File: src/rtl/bt_cmd_decoder.sv
// Bluetooth command decoder: turns strobed ASCII bytes into single-byte commands
// and "#RCV;" SET frames, with an inter-byte timeout while a frame is open.
module bt_cmd_decoder #(
  parameter int NUM_W            = 4,
  parameter int TIMEOUT_CYCLES   = 5000000,
  parameter int CASE_INSENSITIVE = 1
) (
  input  logic             CLK_100MHz,
  input  logic             rst_n,
  input  logic [7:0]       sig_bt,
  input  logic             bt_valid,
  output logic             cmd_valid,
  output logic [2:0]       cmd_type,
  output logic [NUM_W-1:0] sig_num,
  output logic [3:0]       cmd_row,
  output logic [3:0]       cmd_col,
  output logic             frame_err,
  output logic             busy
);

  localparam int CW = $clog2(TIMEOUT_CYCLES + 1);
  localparam logic [CW-1:0] TO_LAST = CW'(TIMEOUT_CYCLES - 1);

  localparam logic [2:0] S_IDLE = 3'd0;
  localparam logic [2:0] S_ROW  = 3'd1;
  localparam logic [2:0] S_COL  = 3'd2;
  localparam logic [2:0] S_VAL  = 3'd3;
  localparam logic [2:0] S_TERM = 3'd4;

  localparam logic [2:0] T_NONE    = 3'd0;
  localparam logic [2:0] T_DIGIT   = 3'd1;
  localparam logic [2:0] T_MOVE    = 3'd2;
  localparam logic [2:0] T_SET     = 3'd3;
  localparam logic [2:0] T_RESTART = 3'd4;

  logic [2:0]       state_r;
  logic [CW-1:0]    cnt_r;
  logic [3:0]       row_r, col_r, val_r;
  logic             cmd_valid_r, frame_err_r, busy_r;
  logic [2:0]       cmd_type_r;
  logic [NUM_W-1:0] sig_num_r;
  logic [3:0]       cmd_row_r, cmd_col_r;

  logic [2:0] nxt_state_s;
  logic       emit_s, err_s, timeout_s;
  logic [2:0] etype_s;
  logic [3:0] enum_s, erow_s, ecol_s;
  logic       ld_row_s, ld_col_s, ld_val_s;
  logic [7:0] up_s;
  logic       is_digit_s, is_nz_s;

  // Byte classification; lowercase folding only matters for the move/restart letters
  always_comb begin
    if ((CASE_INSENSITIVE != 0) && (sig_bt >= 8'h61) && (sig_bt <= 8'h7A)) begin
      up_s = sig_bt - 8'h20;
    end else begin
      up_s = sig_bt;
    end
    is_digit_s = (sig_bt >= 8'h30) && (sig_bt <= 8'h39);
    is_nz_s    = is_digit_s && (sig_bt[3:0] != 4'd0);
  end

  // Next-state and command decode; a byte always takes priority over a pending timeout
  always_comb begin
    nxt_state_s = state_r;
    emit_s      = 1'b0;
    err_s       = 1'b0;
    etype_s     = T_NONE;
    enum_s      = 4'd0;
    erow_s      = 4'd0;
    ecol_s      = 4'd0;
    ld_row_s    = 1'b0;
    ld_col_s    = 1'b0;
    ld_val_s    = 1'b0;
    timeout_s   = (state_r != S_IDLE) && (cnt_r == TO_LAST);
    if (bt_valid) begin
      if (sig_bt == 8'h23) begin
        nxt_state_s = S_ROW;
        err_s       = (state_r != S_IDLE);
      end else begin
        case (state_r)
          S_IDLE: begin
            if (is_digit_s) begin
              emit_s  = 1'b1;
              etype_s = T_DIGIT;
              enum_s  = sig_bt[3:0];
            end else begin
              case (up_s)
                8'h57: begin emit_s = 1'b1; etype_s = T_MOVE; enum_s = 4'd0; end
                8'h41: begin emit_s = 1'b1; etype_s = T_MOVE; enum_s = 4'd1; end
                8'h53: begin emit_s = 1'b1; etype_s = T_MOVE; enum_s = 4'd2; end
                8'h44: begin emit_s = 1'b1; etype_s = T_MOVE; enum_s = 4'd3; end
                8'h52: begin emit_s = 1'b1; etype_s = T_RESTART; enum_s = 4'd0; end
                8'h0D, 8'h0A, 8'h20: err_s = 1'b0;
                default: err_s = 1'b1;
              endcase
            end
          end
          S_ROW: begin
            if (is_nz_s) begin
              ld_row_s    = 1'b1;
              nxt_state_s = S_COL;
            end else begin
              err_s       = 1'b1;
              nxt_state_s = S_IDLE;
            end
          end
          S_COL: begin
            if (is_nz_s) begin
              ld_col_s    = 1'b1;
              nxt_state_s = S_VAL;
            end else begin
              err_s       = 1'b1;
              nxt_state_s = S_IDLE;
            end
          end
          S_VAL: begin
            if (is_digit_s) begin
              ld_val_s    = 1'b1;
              nxt_state_s = S_TERM;
            end else begin
              err_s       = 1'b1;
              nxt_state_s = S_IDLE;
            end
          end
          S_TERM: begin
            if (sig_bt == 8'h3B) begin
              emit_s  = 1'b1;
              etype_s = T_SET;
              enum_s  = val_r;
              erow_s  = row_r;
              ecol_s  = col_r;
            end else begin
              err_s = 1'b1;
            end
            nxt_state_s = S_IDLE;
          end
          default: nxt_state_s = S_IDLE;
        endcase
      end
    end else if (timeout_s) begin
      err_s       = 1'b1;
      nxt_state_s = S_IDLE;
    end else begin
      nxt_state_s = state_r;
    end
  end

  // State, timeout counter and latched frame fields
  always_ff @(posedge CLK_100MHz or negedge rst_n) begin
    if (!rst_n) begin
      state_r <= S_IDLE;
      cnt_r   <= '0;
      row_r   <= 4'd0;
      col_r   <= 4'd0;
      val_r   <= 4'd0;
    end else begin
      state_r <= nxt_state_s;
      if (bt_valid || (state_r == S_IDLE)) begin
        cnt_r <= '0;
      end else begin
        cnt_r <= cnt_r + {{(CW-1){1'b0}}, 1'b1};
      end
      if (ld_row_s) row_r <= sig_bt[3:0];
      if (ld_col_s) col_r <= sig_bt[3:0];
      if (ld_val_s) val_r <= sig_bt[3:0];
    end
  end

  // Registered outputs; command fields hold until the next command
  always_ff @(posedge CLK_100MHz or negedge rst_n) begin
    if (!rst_n) begin
      cmd_valid_r <= 1'b0;
      frame_err_r <= 1'b0;
      busy_r      <= 1'b0;
      cmd_type_r  <= T_NONE;
      sig_num_r   <= '0;
      cmd_row_r   <= 4'd0;
      cmd_col_r   <= 4'd0;
    end else begin
      cmd_valid_r <= emit_s;
      frame_err_r <= err_s;
      busy_r      <= (nxt_state_s != S_IDLE);
      if (emit_s) begin
        cmd_type_r <= etype_s;
        sig_num_r  <= NUM_W'(enum_s);
        cmd_row_r  <= erow_s;
        cmd_col_r  <= ecol_s;
      end
    end
  end

  assign cmd_valid = cmd_valid_r;
  assign frame_err = frame_err_r;
  assign busy      = busy_r;
  assign cmd_type  = cmd_type_r;
  assign sig_num   = sig_num_r;
  assign cmd_row   = cmd_row_r;
  assign cmd_col   = cmd_col_r;

endmodule

File: config.mk
export PLATFORM = sky130hd
export DESIGN_NAME = bt_cmd_decoder
export DESIGN_NICKNAME = d
export VERILOG_FILES = /design/src/rtl/bt_cmd_decoder.sv
export SDC_FILE = /design/constraint.sdc
export NUM_CORES = 1
export LEC_CHECK = 0
export CORE_ASPECT_RATIO = 1.4
export CORE_MARGIN = 2
export CORE_UTILIZATION = 29
export DETAILED_ROUTE_END_ITERATION = 8
export PLACE_DENSITY_LB_ADDON = 0.15
export SKIP_CTS_REPAIR_TIMING = 1
export SKIP_LAST_GASP = 1
export SLEW_MARGIN = 20
export SYNTH_ARGS = -nofsm -noshare
export SYNTH_HDL_FRONTEND = slang
export SYNTH_SLANG_ARGS = --single-unit
File: constraint.sdc
create_clock -name CLK_100MHz -period 3.65 [get_ports CLK_100MHz]
set_clock_uncertainty 0.2 [all_clocks]
set_input_delay 0.73 -clock CLK_100MHz [delete_from_list [all_inputs] [get_ports CLK_100MHz]]
set_output_delay 0.73 -clock CLK_100MHz [all_outputs]
set_load 0.02 [all_outputs]
==> out/qor.yml, run 1 <==
synthesis:
  yosys_most_used_dff: "dfrtp_1"
  synth_top_area_share_pct: 46.26
  synth_cells: 306
  netlist_area_um2: 3029
  syn_avg_cell_area_um2: 9.899
  synth_nets: 320
  synth.most_common_cell: "dfrtp_1"
  synth_top_area_cell: "dfrtp_1"
  synth_edf_count: 0
  synth_area_leaders: "dfrtp_1 46%, mux2_2 5.6%, nor2_1 4.2%"
  yosysWarnings: 0
  yosys-top-cells-count: "56 x dfrtp_1, 34 x nor2_1, 26 x nand2_1"
  ys_types: 60
  synthArstFlopShare_pct: 100.0
  ys_seq_area_share_pct: 46.26
  ys_seq_elements: 56
status:
  outcome: "completed"
setup_path:
  worstPathMaxFanout: 13
  crit_required_ns: 3.60
  end_kind: "flip-flop"
  worstReg2RegStart: "cnt_r[6]$_DFF_PN0_"
  cp.arrival_ns: 3.14
  cp-start-kind: "input pin"
  crit_start: "sig_bt[4]"
  reg2reg_slack_ns: 1.09
  path_class: "in -> reg"
clock_tree:
  cts_buffers: 5
  htreeDepth: 2
  clock_latency_ns: 0.30
  clk_path_buf_depth: 2
  root_buffer: "clkbuf_16"
  cts_tree: "built"
  cts.sinks: 56
  clk_pin_slew_worst_paths_ns: 0.08
flow_run:
  cap_violations: 0
sta:
  fin_crit_ns: 3.195
  maxSlewViolCount: 0
  hold_viol: 0
  tightest_slew_ns: 0.8645
  setup_tns_ns: 0
  finalSetupViolations: 0
  rsz0062_at_grt: "false"
  whs_ns: 0.2779
  min_period_over_period_pct: 87.54
  relSlewSlack_pct: 42.37
  maxClockFrequency_ghz: 0.3130
placement:
  postPlaceCellArea_um2: 3515
  place_congestion: 0.8241
  port-buffer-count: 28
  dpl.hpwl_um: 5312
floorplan:
  die_area_um2: 11290
  initial_core_util_pct: 29.42
  die_x_um: 90.38
  boundaryPins: 29
  core_region_area_um2: 10290
  die_h_um: 124.9
  fp-row-count: 44
layout:
  area_growth_pct: 21.56
  finalInstanceArea_um2: 3682
  n_antenna_cell: 0
  fillers: 1094
  fin_nets: 355
  drive_above_1_share_pct: 16.08
  fin_util_pct: 35.77
global_routing:
  antenna_found_initial: 0
  grt_pass1_wl_um: 12620
  met1_usage_pct: 17.26
  grt_busiest_layer: "met2"
  use_met3_pct: 2.843
  grt_max_degree: 38
  gr-usage-all-layers_pct: 13.67
  grt_pass1_vias: 2513
  use_met2_pct: 23.31
  grt-ovfl-total: 0
hold_path:
  holdCritStartpoint: "col_r[1]$_DFFE_PN0P_"
  hp-class: "reg -> reg"
routing:
  dr.first_iter.drc_count: 90
  firstDrtPassIters: 4
  wl_um: 7250
  routedWlPerCell_um: 15.10
  via_per_inst: 4.958
  drc: 0
  vias: 2380
  ant_nets: 0
power_and_ir_drop:
  total_power_mw: 1.347
  powerDensity_nw_per_um2: 365.8
  leakagePower_nw: 1.458
  vdd_ir_drop_max_uv: 168.0
-- state kept, by name (all words and copies together) (netlist names) --
| signal | flops |
|---|---|
| busy | 1 |
| cmd_col | 4 |
| cmd_row | 4 |
| cmd_type | 3 |
| cmd_valid | 1 |
| cnt_r | 23 |
| col_r | 4 |
| frame_err | 1 |
| row_r | 4 |
| sig_num | 4 |
| state_r | 3 |
| val_r | 4 |
-- metal layers --
| metal | wire [um] | part of all wire, % |
|---|---|---|
| met4 | 133 | 1.8 |
| met2 | 3636 | 50 |
| met5 | 0 | 0 |
| met3 | 280 | 3.9 |
| met1 | 3199 | 44 |
-- metrics by stage --
stage                     setup WS (ns)  cells
after floorplan                  0.9740    306
after global placement           0.1642    472
after detailed placement         0.1121    472
after CTS                        0.3992    480
after global routing             0.2763    480
final                            0.4547    480
-- where the power goes --
| part | leakage, nW | switching [mW] | internal [mW] |
|---|---|---|---|
| Combinational | 0.605 | 0.0846 | 0.0624 |
| Clock | 0.0815 | 0.226 | 0.327 |
| Sequential | 0.772 | 0.00994 | 0.637 |
-- layout make-up --
class | instances | area [um^2] | area share, %
clock buffer | 6 | 128.9 | 3.500
timing repair buffer | 44 | 395.4 | 10.74
inverter | 17 | 63.81 | 1.733
tap | 138 | 172.7 | 4.689
multi-input combinational | 217 | 1481 | 40.23
sequential | 56 | 1401 | 38.06
clock inverter | 2 | 38.79 | 1.053
-- cells in the final DEF, fill, tap and decap left out, drive strengths merged, types with 2 or more instances in the layout --
cell / n
a211oi: 2
a21o: 2
a21oi: 7
a222oi: 2
a31oi: 3
a41oi: 2
and2: 2
and3: 2
buf: 17
clkbuf: 6
clkdlybuf4s50: 27
dfrtp: 56
ha: 3
inv: 18
mux2: 15
mux2i: 4
nand2: 26
nand2b: 4
nand3: 12
nand4: 4
nand4bb: 3
nor2: 34
nor2b: 2
nor3: 8
nor3b: 2
nor4: 8
o21a: 2
o21ai: 16
o311a: 2
or3: 8
or4: 2
or4b: 6
xnor2: 14
xor2: 4
-- final timing paths --
kind	to	cells past startpoint
worst max-delay path	cmd_row[2]$_DFFE_PN0P_	6
worst min-delay path	cmd_col[1]$_DFFE_PN0P_	2
worst max register to register	frame_err$_DFF_PN0_	5
worst min register to register	cmd_col[1]$_DFFE_PN0P_	2
max in group asynchronous	sig_num[1]$_DFFE_PN0P_	2
min in group asynchronous	cnt_r[0]$_DFF_PN0_	1
-- critical path, stage by stage --
cell and delay, ns:
clkdlybuf4s50_1 0.73, nor3b_1 0.37, o221ai_2 0.25, or2_1 0.37, a21oi_2 0.48, o21ai_0 0.22
-- cell families (layout without fill, tap and decap cells) --
kind of cell | count (synthesis) | after routing | synth area share (%)
muxes | 19 | 19 | 6.898
DFF | 56 | 56 | 46.26
xor gates and xnor gates | 18 | 18 | 5.204
adders and majority gates | 3 | 3 | 1.239
and+or+nand+nor | 128 | 128 | 23.30
AOI/OAI and AO/OA | 49 | 49 | 12.27
buffers and inverters | 33 | 69 | 4.833
Note: power is estimated with default switching activity, not from simulation.
==> inputs of run 2 (changes only) <==
SLEW_MARGIN = 15   (was 20)
clock period = 3.1 ns   (was 3.65 ns; I/O delays follow)
==> out/qor.yml, run 2 (same netlist as run 1, synthesis figures left out) <==
setup_path:
  cp.arrival_ns: 2.75  # -0.39 ns
  cp_top_family: "buffers and inverters"
  slowest_delay_ns: 0.57  # -0.16 ns
  worstPathMaxFanout: 5  # -8
  end_kind: "flip-flop"
  worst-path-buf-inv: 2  # +1
  cp-start-kind: "input pin"
  cp_cell_sequence: "clkdlybuf4s50_1, ha_1, nor3b_1, o221ai_2, buf_4, nor3_2, mux2_2"
  crit_required_ns: 3.09  # -0.51 ns
  path_class: "in -> reg"
  slowest_stage: "clkdlybuf4s50_1"
power_and_ir_drop:
  switchingPower_mw: 0.3931  # +22%
  vdd_ir_drop_max_uv: 277.3  # +65%
  p_comb_share_pct: 11.7  # +0.8 points
  power.share.clock_pct: 38.4  # -2.7 points
  p_int_mw: 1.136  # +11%
  netSwitchingFraction_pct: 25.70  # +1.9 points
  leakagePower_nw: 1.498  # +2.8%
  powerDensity_nw_per_um2: 407.3  # +11%
  pwr-share-seq_pct: 49.9  # +1.9 points
floorplan:
  fp-row-count: 44  # unchanged
  die_area_um2: 11290  # unchanged
  core_region_area_um2: 10290  # unchanged
  initial_core_util_pct: 29.42  # unchanged
  die_h_um: 124.9  # unchanged
  die_x_um: 90.38  # unchanged
  boundaryPins: 29  # unchanged
sta:
  setup_tns_ns: 0  # unchanged
  worst_slack_ns: 0.3431  # -0.1116 ns
  min_period_over_period_pct: 88.93
  relSlewSlack_pct: 51.31  # +8.9 points
  rsz0062_at_grt: "false"
  fin_crit_ns: 2.757
  hold_viol: 0  # unchanged
  finalSetupViolations: 0  # unchanged
  maxSlewViolCount: 0  # unchanged
  tightest_slew_ns: 0.7303  # -0.1342 ns
  maxClockFrequency_ghz: 0.3627
routing:
  firstDrtPassIters: 4  # unchanged
  wl_um: 7191  # -0.81%
  via_per_inst: 4.859  # -2.0%
  dr.first_iter.drc_count: 148  # +64%
  vias: 2381  # +0.042%
  ant_nets: 0  # unchanged
  drc: 0  # unchanged
  routedWlPerCell_um: 14.68  # -2.8%
layout:
  n_antenna_cell: 0  # unchanged
  final_cell_mix: "56 x dfrtp_1, 34 x nor2_1, 27 x clkdlybuf4s50_1"
  final_common_cell: "dfrtp_1"
  area_growth_pct: 23.96
  fin_nets: 365  # +2.8%
  fillers: 1045  # -4.5%
  drive_above_1_share_pct: 18.75  # +2.7 points
  largest_reg_flops: 23  # unchanged
  top_register: "cnt_r"
global_routing:
  antenna_found_initial: 0  # unchanged
  grt_max_degree: 57  # +50%
  grt_pass1_vias: 2490  # -0.92%
  gr-usage-all-layers_pct: 13.64  # -0.033 points
  grt_pass1_wl_um: 12500  # -0.94%
  grt-ovfl-total: 0  # unchanged
clock_tree:
  clock_latency_ns: 0.30  # about the same
  cts_buffers: 5  # unchanged
  cts.sinks: 56  # unchanged
  clk_pin_slew_worst_paths_ns: 0.08  # about the same
  cts_tree: "built"
  htreeDepth: 2  # unchanged
  clk_path_buf_depth: 2  # unchanged
  root_buffer: "clkbuf_16"
placement:
  port-buffer-count: 28  # unchanged
  dpl.hpwl_um: 5287  # -0.48%
  place_congestion: 0.7889  # -4.3%
  preCtsSetupSlack_ns: 0.01182  # -0.1003 ns
hold_path:
  hp-class: "in -> async"
status:
  outcome: "completed"
flow_run:
  cap_violations: 0  # unchanged
==> run 2: power by group through the flow <==
stage          Clock [mW]  Combinational [mW]  Sequential [mW]
5_1_grt             0.638               0.198            0.767
3_3_place_gp            0               0.183            0.778
2_1_floorplan           0              0.0782            0.788
3_5_place_dp            0               0.182            0.778
6_report            0.587               0.179            0.763
4_1_cts             0.612               0.183            0.763
==> run 2: cell type report <==
cell class              count  area [um^2]  share of cell area (%)
clock buffers               5        125.1                   3.332
clock inverters             3        27.53                  0.7331
inverters                  17        63.81                   1.699
multi-input cells         217         1481                   39.45
flip-flops and latches     56         1401                   37.32
well taps                 138        172.7                   4.598
repair buffers             54        483.0                   12.86
==> run 2: final timing paths <==
path | start | slack [ns] | cells past startpoint | to
max | sig_bt[5] | 0.34 | 7 | col_r[0]$_DFFE_PN0P_
min | rst_n | 0.26 | 2 | cmd_row[2]$_DFFE_PN0P_
max reg2reg | cnt_r[6]$_DFF_PN0_ | 0.56 | 5 | busy$_DFF_PN0_
min reg2reg | row_r[0]$_DFFE_PN0P_ | 0.29 | 2 | cmd_row[0]$_DFFE_PN0P_
max in group asynchronous | rst_n | 1.96 | 2 | sig_num[3]$_DFFE_PN0P_
min in group CLK_100MHz | row_r[0]$_DFFE_PN0P_ | 0.29 | 2 | cmd_row[0]$_DFFE_PN0P_
==> run 2: layer usage <==
metal / GRT usage, % / routed length (um) / vias up
met5: 0 / 0 / -
met4: 5.520 / 113 / 0
met3: 2.722 / 249 / 6
met2: 23.57 / 3746 / 36
met1: 16.58 / 3082 / 1166
li1: - / - / 1173
==> run 2: stage by stage <==
step | power, mW | std cells | hold WS (ns) | instance area [um^2] | utilization [%]
5_1_grt | 1.602 | 490 | 0.3317 | 3755 | 36.47
3_3_place_gp | 0.9603 | 482 | 0.2564 | 3602 | 34.99
3_5_place_dp | 0.9598 | 482 | 0.2753 | 3602 | 34.99
2_1_floorplan | 0.8657 | 306 | 0.1244 | 3029 | -
4_1_cts | 1.559 | 490 | 0.2967 | 3755 | 36.47
6_report | 1.529 | 490 | 0.2561 | 3755 | 36.47
==> inputs of run 3 (changes only) <==
CAP_MARGIN = 0   (was default)
==> results of run 3 <==
Same layout as run 2: the final DEF is identical, and so are final timing and power.
